$ cat src/rtl/tcp_conn_responder.sv
// Behavioural TCP control-channel responder: listen-port table, session table with
// lowest-free allocation, and a fixed-latency open handshake.
module tcp_conn_responder #(
  parameter int unsigned LISTEN_ENTRIES = 8,
  parameter int unsigned MAX_SESSIONS   = 16,
  parameter int unsigned OPEN_LATENCY   = 4
) (
  input  logic             clk,
  input  logic             rst,

  input  logic             s_axis_listen_port_valid,
  output logic             s_axis_listen_port_ready,
  input  logic [15:0]      s_axis_listen_port_data,

  output logic             m_axis_listen_port_status_valid,
  input  logic             m_axis_listen_port_status_ready,
  output logic [7:0]       m_axis_listen_port_status_data,

  input  logic             s_axis_open_connection_valid,
  output logic             s_axis_open_connection_ready,
  input  logic [47:0]      s_axis_open_connection_data,

  output logic             m_axis_open_status_valid,
  input  logic             m_axis_open_status_ready,
  output logic [23:0]      m_axis_open_status_data,

  input  logic             s_axis_close_connection_valid,
  output logic             s_axis_close_connection_ready,
  input  logic [15:0]      s_axis_close_connection_data,

  output logic [3:0][31:0] status_reg
);

  localparam int unsigned LidW = (LISTEN_ENTRIES > 1) ? $clog2(LISTEN_ENTRIES) : 1;
  localparam int unsigned SidW = (MAX_SESSIONS > 1) ? $clog2(MAX_SESSIONS) : 1;

  typedef enum logic [1:0] {StIdle, StListenRsp, StOpenWait, StOpenRsp} state_e;

  state_e                    state_q;
  logic [7:0]                wait_cnt_q;
  logic                      listen_rsp_valid_q;
  logic [7:0]                listen_rsp_data_q;
  logic                      open_rsp_valid_q;
  logic [23:0]               open_rsp_data_q;
  logic [3:0][31:0]          status_q;

  logic [LISTEN_ENTRIES-1:0] lst_valid_q;
  logic [15:0]               lst_port_q [LISTEN_ENTRIES];
  logic [MAX_SESSIONS-1:0]   sess_valid_q;
  logic [31:0]               sess_ip_q [MAX_SESSIONS];
  logic [15:0]               sess_rport_q [MAX_SESSIONS];

  logic                      idle;
  logic                      close_acc;
  logic                      listen_acc;
  logic                      open_acc;

  logic                      listen_hit;
  logic                      listen_full;
  logic [LidW-1:0]           listen_free_idx;
  logic                      listen_success;
  logic                      listen_write;

  logic                      sess_free;
  logic [SidW-1:0]           sess_free_idx;
  logic [31:0]               open_ip;
  logic [15:0]               open_rport;
  logic                      open_alloc;

  logic                      close_id_ok;
  logic [SidW-1:0]           close_idx;
  logic                      close_hit;

  // Fixed priority close > listen > open, only while idle.
  assign idle       = (state_q == StIdle);
  assign close_acc  = idle && s_axis_close_connection_valid;
  assign listen_acc = idle && !s_axis_close_connection_valid && s_axis_listen_port_valid;
  assign open_acc   = idle && !s_axis_close_connection_valid && !s_axis_listen_port_valid &&
                      s_axis_open_connection_valid;

  assign s_axis_close_connection_ready = close_acc;
  assign s_axis_listen_port_ready      = listen_acc;
  assign s_axis_open_connection_ready  = open_acc;

  // Parallel compare of all listen slots plus lowest-free search.
  always_comb begin
    listen_hit      = 1'b0;
    listen_full     = 1'b1;
    listen_free_idx = '0;
    for (int i = int'(LISTEN_ENTRIES) - 1; i >= 0; i--) begin
      if (lst_valid_q[i] && (lst_port_q[i] == s_axis_listen_port_data)) listen_hit = 1'b1;
      if (!lst_valid_q[i]) begin
        listen_full     = 1'b0;
        listen_free_idx = LidW'(i);
      end
    end
  end

  assign listen_success = (s_axis_listen_port_data != 16'd0) && (listen_hit || !listen_full);
  assign listen_write   = listen_acc && (s_axis_listen_port_data != 16'd0) && !listen_hit &&
                          !listen_full;

  always_comb begin
    sess_free     = 1'b0;
    sess_free_idx = '0;
    for (int i = int'(MAX_SESSIONS) - 1; i >= 0; i--) begin
      if (!sess_valid_q[i]) begin
        sess_free     = 1'b1;
        sess_free_idx = SidW'(i);
      end
    end
  end

  assign open_ip    = s_axis_open_connection_data[31:0];
  assign open_rport = s_axis_open_connection_data[47:32];
  assign open_alloc = open_acc && (open_ip != 32'd0) && (open_rport != 16'd0) && sess_free;

  assign close_id_ok = ({16'd0, s_axis_close_connection_data} < MAX_SESSIONS);
  assign close_idx   = s_axis_close_connection_data[SidW-1:0];
  assign close_hit   = close_id_ok && sess_valid_q[close_idx];

  always_ff @(posedge clk) begin
    if (rst) begin
      state_q            <= StIdle;
      wait_cnt_q         <= 8'd0;
      listen_rsp_valid_q <= 1'b0;
      listen_rsp_data_q  <= 8'd0;
      open_rsp_valid_q   <= 1'b0;
      open_rsp_data_q    <= 24'd0;
      status_q           <= '0;
      lst_valid_q        <= '0;
      sess_valid_q       <= '0;
    end else begin
      unique case (state_q)
        StIdle: begin
          if (close_acc) begin
            if (close_hit) begin
              sess_valid_q[close_idx] <= 1'b0;
              status_q[1]             <= status_q[1] - 32'd1;
            end else begin
              status_q[3] <= status_q[3] + 32'd1;
            end
          end else if (listen_acc) begin
            if (listen_write) begin
              lst_valid_q[listen_free_idx] <= 1'b1;
              status_q[0]                  <= status_q[0] + 32'd1;
            end
            listen_rsp_data_q  <= {7'd0, listen_success};
            listen_rsp_valid_q <= 1'b1;
            state_q            <= StListenRsp;
          end else if (open_acc) begin
            if (open_alloc) begin
              sess_valid_q[sess_free_idx] <= 1'b1;
              status_q[1]                 <= status_q[1] + 32'd1;
              open_rsp_data_q             <= {7'd0, 1'b1, 16'(sess_free_idx)};
            end else begin
              status_q[2]     <= status_q[2] + 32'd1;
              open_rsp_data_q <= {8'd0, 16'hFFFF};
            end
            wait_cnt_q <= 8'(OPEN_LATENCY);
            if (OPEN_LATENCY == 0) begin
              open_rsp_valid_q <= 1'b1;
              state_q          <= StOpenRsp;
            end else begin
              state_q <= StOpenWait;
            end
          end
        end
        StListenRsp: begin
          if (m_axis_listen_port_status_ready) begin
            listen_rsp_valid_q <= 1'b0;
            state_q            <= StIdle;
          end
        end
        StOpenWait: begin
          // Leave as the counter reaches 0 so exactly OPEN_LATENCY cycles are spent here.
          wait_cnt_q <= wait_cnt_q - 8'd1;
          if (wait_cnt_q <= 8'd1) begin
            open_rsp_valid_q <= 1'b1;
            state_q          <= StOpenRsp;
          end
        end
        StOpenRsp: begin
          if (m_axis_open_status_ready) begin
            open_rsp_valid_q <= 1'b0;
            state_q          <= StIdle;
          end
        end
        default: state_q <= StIdle;
      endcase
    end
  end

  // Table payloads need no reset: the valid bits qualify them.
  always_ff @(posedge clk) begin
    if (listen_write) lst_port_q[listen_free_idx] <= s_axis_listen_port_data;
    if (open_alloc) begin
      sess_ip_q[sess_free_idx]    <= open_ip;
      sess_rport_q[sess_free_idx] <= open_rport;
    end
  end

  assign m_axis_listen_port_status_valid = listen_rsp_valid_q;
  assign m_axis_listen_port_status_data  = listen_rsp_data_q;
  assign m_axis_open_status_valid        = open_rsp_valid_q;
  assign m_axis_open_status_data         = open_rsp_data_q;
  assign status_reg                      = status_q;

endmodule

$ cat config.mk
export PLATFORM = sky130hd
export DESIGN_NAME = tcp_conn_responder
export DESIGN_NICKNAME = d
export VERILOG_FILES = /design/src/rtl/tcp_conn_responder.sv
export SDC_FILE = /design/constraint.sdc
export NUM_CORES = 1
export LEC_CHECK = 0
export CORE_MARGIN = 5
export CORE_UTILIZATION = 54
export CTS_BUF_LIST = sky130_fd_sc_hd__clkbuf_4 sky130_fd_sc_hd__clkbuf_8 sky130_fd_sc_hd__clkbuf_16
export CTS_CLUSTER_DIAMETER = 200
export DETAILED_ROUTE_END_ITERATION = 6
export HOLD_SLACK_MARGIN = 0.08
export PLACE_DENSITY = 0.81
export SYNTH_ARGS = -nofsm -noshare
export SYNTH_HDL_FRONTEND = slang
export SYNTH_SLANG_ARGS = --single-unit
export TNS_END_PERCENT = 10
$ cat constraint.sdc
create_clock -name clk -period 6.15 [get_ports clk]
set_input_delay 1.5375 -clock clk [delete_from_list [all_inputs] [get_ports clk]]
set_output_delay 1.5375 -clock clk [all_outputs]
set_load 0.005 [all_outputs]
After elaboration in Yosys (flattened, before gate mapping)
Memory sizes are Yosys's and may differ from the RTL's.
Index checks and enable logic that the tools add are counted.

cells by class
  multiplexer cells = 95
  eq/ne operators = 21
  bitwise operators = 8
  add/sub/neg operators = 6
  reductions and logical operators = 48
  order comparisons = 8

operator list
  kind                                                         number
  two-way mux 32 bit                                           5
  adder 32 x 1 -> 32 bit, second input constant                4
  == test 16 bit                                               8
  two-way mux 16 bit                                           5
  two-way mux 4 bit                                            16
  two-way mux 1 bit                                            43
  nonzero test 16 bit                                          2
  nonzero test 32 bit                                          1
  subtractor 32 x 1 -> 32 bit, second input constant           1
  logical AND 1 bit                                            24
  two-way mux 3 bit                                            8
  two-way mux 8 bit                                            3
  two-way mux 17 bit                                           1
  bitwise AND 16 bit                                           1
  less-than comparator 16 x 5 -> 1 bit, second input constant  1
  inverter 16 bit                                              1
  bitwise OR 16 bit                                            1
  one-hot mux 8 bit (2 select lines)                           1
  AND reduction 4 bit                                          4
  AND reduction 5 bit                                          3
  two-way mux 2 bit                                            6
  != test 2 bit, second input constant                         6
  less-than comparator 4 x 5 -> 1 bit, second input constant   2
  nonzero test 2 bit                                           5
  other kinds (20)                                             34

word-level totals
  register bits = 189
  memories kept = 1
  word-level logic and storage cells = 199
  memory bits (writable) = 128
  input port bits = 87
  output and inout port bits = 165

memory list
  name        words  bits a word  rd ports  clocked after Yosys merged registers in  wr ports  RTL line  RTL
  lst_port_q  8      16           8         0                                        1         48        logic [15:0] lst_port_q [LISTEN_ENTRIES];

Logic depth before layout (Yosys ltp)
  word-level depth = 25
  gate-level depth with buffers = 14
  depth with buffers taken out = 12

Worst setup path before layout
Ideal clock, no wire load.

  path kind = input -> register
  start point = in s_axis_close_connection_valid
  end point = reg status_q (netlist bit status_reg[63])
  stages on the path = 12
  data required time = 6.027 ns
  path buffers = 0
  arrival time = 4.645 ns
  library setup time = 0.123 ns
  slack = 1.381 ns
  cells stage by stage = inv_1 or2_2 inv_1 ha_1 a21o_1 a21o_1 a22oi_1 o311ai_1 and3_1 o21ai_1 mux2i_1 mux2_1

on the way
  elaborated cells on any way between the ends = 15
  those cells by class = eq/ne (2); mux (1); reduce/logical (12)

RTL lines
  what                                                      RTL line  RTL
  from (decl)                                               27        input logic s_axis_close_connection_valid,
  logical AND 1 bit *                                       76        assign close_acc = idle && s_axis_close_connection_valid;
  via s_axis_close_connection_ready                         28        output logic s_axis_close_connection_ready,
  != test 2 x 1 -> 1 bit (no line) (tied with other cells)  n/a
  AND reduction 5 bit (no line)                             n/a
  to (decl)                                                 45        logic [3:0][31:0] status_q;

Mark *: on every way through the listed nets, which the timed path passes. The rest lies on a longest branch.
A chain may end at the register's enable or synchronous reset.

Worst setup path after layout
  start point = in s_axis_close_connection_valid
  end point = out s_axis_close_connection_ready

on the way
  word-level cells in the longest chain between the ends = 1

ends and longest elaborated chain
  what               RTL line
  logical AND 1 bit  76
  to (decl)          28

No other way between the ends.

==> results <==
[synth_stat cells (5+ instances only)]
library cell    n
buf_4          27
mux4_2          5
o21a_1         23
and3_1         23
o211ai_1        9
a21o_1         10
o21ai_1         7
nor3_1         41
a211oi_1        9
nor2b_1        15
buf_2          22
and2_1         17
inv_1          36
a21oi_1        85
ha_1           35
xnor2_1        37
nor4_1         53
nand2_1       102
mux2_2          7
o31ai_1         7
dfxtp_1       171
nand4_1        35
clkbuf_1       40
or3_1          29
or2_2           5
and4_1         13
edfxtp_1      128
o21ai_0        55
a31oi_1         5
nand3_1        64
xor2_1        168
nor2_1        138
[cells by family (layout without fill, tap and decap cells)]
kind of cell,count (synthesis),in the layout,synth area share (%)
AND/OR/NAND/NOR,556,556,18.9
flip-flops,299,299,48.8
AO/OA/AOI/OAI,267,267,11.5
XOR/XNOR,205,205,12.1
buffers and inverters,126,361,4.04
adder cells (fa/ha/maj),36,36,3.07
multiplexers,17,17,1.63
other,1,14,0.0252
[critical path, delay by kind of cell]
kind / cells / cell delay (ns)
buffers and inverters: 4 / 1.82
and+or+nand+nor: 1 / 0.37
[cell type report]
class	instances	area, um2
fill	2034	8390
sequential	299	7270
multi-input combinational	1095	7090
timing repair buffer	266	2590
clock buffer	38	847
tap	341	427
clock inverter	20	280
inverter	37	139
[metrics by stage]
stage | setup slack, ns | total power, uW | cell area [um2] | util (%)
2_1_floorplan | 1.38 | 2620 | 14900 | -
3_3_place_gp | 0.696 | 2860 | 17500 | 64.8
3_5_place_dp | 0.576 | 2870 | 17500 | 64.8
4_1_cts | 0.880 | 4910 | 18600 | 69.0
5_1_grt | 0.770 | 5080 | 18600 | 69.0
6_report | 0.874 | 4880 | 18600 | 69.0
[cells in the final DEF (no fill, tap or decap), types with 29 or more instances in the layout]
| master | instances |
|---|---|
| nor4_1 | 52 |
| buf_4 | 30 |
| a21oi_1 | 85 |
| or3_1 | 29 |
| xor2_1 | 168 |
| edfxtp_1 | 128 |
| clkbuf_16 | 31 |
| nor3_1 | 41 |
| nor2_1 | 138 |
| dfxtp_1 | 171 |
| inv_1 | 36 |
| nand4_1 | 35 |
| o21ai_0 | 55 |
| nand2_1 | 102 |
| xnor2_1 | 37 |
| nand3_1 | 64 |
| clkdlybuf4s50_1 | 236 |
| ha_1 | 35 |
[power groups by stage]
stage | clock network [uW] | registers, uW | logic, uW
4_1_cts | 2080 | 2170 | 667
3_3_place_gp | 0 | 2210 | 648
2_1_floorplan | 0 | 2200 | 418
3_5_place_dp | 0 | 2210 | 663
5_1_grt | 2170 | 2180 | 734
6_report | 2050 | 2170 | 669
[metal layers]
metal | wire, um | track usage [%] | vias up
met5 | 0 | 0 | -
met4 | 1170 | 6.60 | 0
met3 | 2220 | 3.34 | 69
met2 | 18100 | 39.0 | 353
met1 | 15900 | 31.1 | 5735
li1 | - | - | 5863
[how the worst max path moves through the flow]
stage,from,to,cells after the start
floorplan,s_axis_close_connection_valid,status_reg[63],12
global placement,s_axis_close_connection_valid,status_reg[63],13
detailed placement,s_axis_close_connection_valid,status_reg[61],13
CTS,s_axis_close_connection_valid,s_axis_close_connection_ready,5
global route,s_axis_close_connection_valid,s_axis_close_connection_ready,5
finish,s_axis_close_connection_valid,s_axis_close_connection_ready,5
==> impl_metrics.json <==
{
  "synthCells": 1507,
  "switching_power_uw": 1190,
  "grt_pass1_vias": 11400,
  "cp_slowest_cell": "clkdlybuf4s50_1",
  "port_buffers": 237,
  "hold_buffers": 0,
  "ys_types": 76,
  "synth.area.top_cells": "edfxtp_1 (26%), dfxtp_1 (23%), xor2_1 (9.9%), nor2_1 (3.5%), ha_1 (2.9%)",
  "period_share_pct": 85.8,
  "instances_no_fill": 2096,
  "routedWlPerCell_um": 17.8,
  "leakage_uw": 0.00670,
  "crit_type": "input port to output pin",
  "die_h_um": 176,
  "combPwrFrac_pct": 13.7,
  "ios": 252,
  "max_freq_mhz": 190,
  "wirelength_um": 37400,
  "p_clk_share_pct": 41.9,
  "slowest_delay_ns": 0.64,
  "insertion_delay_ns": 0.58,
  "clockBufferDepth": 3,
  "antenna_found_initial": 0,
  "route.detailed.drc": 0,
  "dp_hpwl_um": 26900,
  "ant_nets": 0,
  "ir_drop_mv": 0.223,
  "swShare_pct": 24.3,
  "placed_cells_incl_taps": 2038,
  "grt_usage_pct": 23.1,
  "critPathArrivalTime_ns": 3.74,
  "grt_max_degree": 87,
  "r2r_slack_ns": 1.99,
  "cts_tree": "yes",
  "core_area_um2": 27000,
  "hold_end": "status_reg[45]",
  "r2r-end": "status_reg[61]",
  "cts_resized": 0,
  "yosysWarnings": 0,
  "synth_top_area_share_pct": 25.8,
  "relSlewSlack_pct": 34.7,
  "drive_above_1_share_pct": 6.44,
  "syn2layout_area_growth_pct": 25.1,
  "cts.sinks": 299,
  "ys_ff_latch": 299,
  "tightest_slew_ns": 0.976,
  "fp-row-count": 60,
  "first_pass_iters": 5,
  "maxCapViolCount": 0,
  "routabilityCongestion": 0.933,
  "final_nets": 1853,
  "synthesis.area_um2": 14900,
  "reg2regPathDepth": 12,
  "via_per_inst": 5.73,
  "overflow": 0,
  "synth_edf_count": 128,
  "crit_fanout": 18,
  "grt_pass1_wl_um": 59400,
  "pwr-share-seq_pct": 44.4,
  "fin_hold_ws_ns": 0.484,
  "synth_top_area_cell": "edfxtp_1",
  "synth.avg_cell_area_um2": 9.89,
  "yosysSeqAreaShare_pct": 48.8,
  "min-delay-start": "status_reg[45]",
  "r2r_start": "state_q[1]",
  "status": "complete, no violations",
  "cts_root_buf": "clkbuf_16",
  "finClkSkew_ns": 0.0173,
  "final-hold-violation-count": 0,
  "internal_power_uw": 3700,
  "antenna_cells": 0,
  "die_area_um2": 31000,
  "initial_core_util_pct": 55.1,
  "period_needed_ns": 5.28,
  "setup-violations-final": 0,
  "drv_slew": 0,
  "cts_made_buffers": 31,
  "htreeDepth": 1,
  "path_clk_slew_ns": 0.06,
  "yosys_most_used_dff": "dfxtp_1",
  "tns_ns": 0,
  "path_cells": "clkdlybuf4s50_1, inv_1, or2_2, inv_1, clkdlybuf4s50_1",
  "cellPowerDensity_nw_per_um2": 262,
  "postCtsSetupBuffers": 0,
  "synthArstFlopShare_pct": 0,
  "vias": 12000,
  "cp-end-kind": "output pin",
  "grt_setup_unrepaired": "no",
  "cp.required_ns": 4.61,
  "whs_path_depth": 2,
  "cp-start-kind": "input port",
  "die_w_um": 176,
  "first_iter_violations": 1029,
  "hold_class": "flip-flop to flip-flop"
}
No activity file was read; power rests on OpenSTA's default activity.
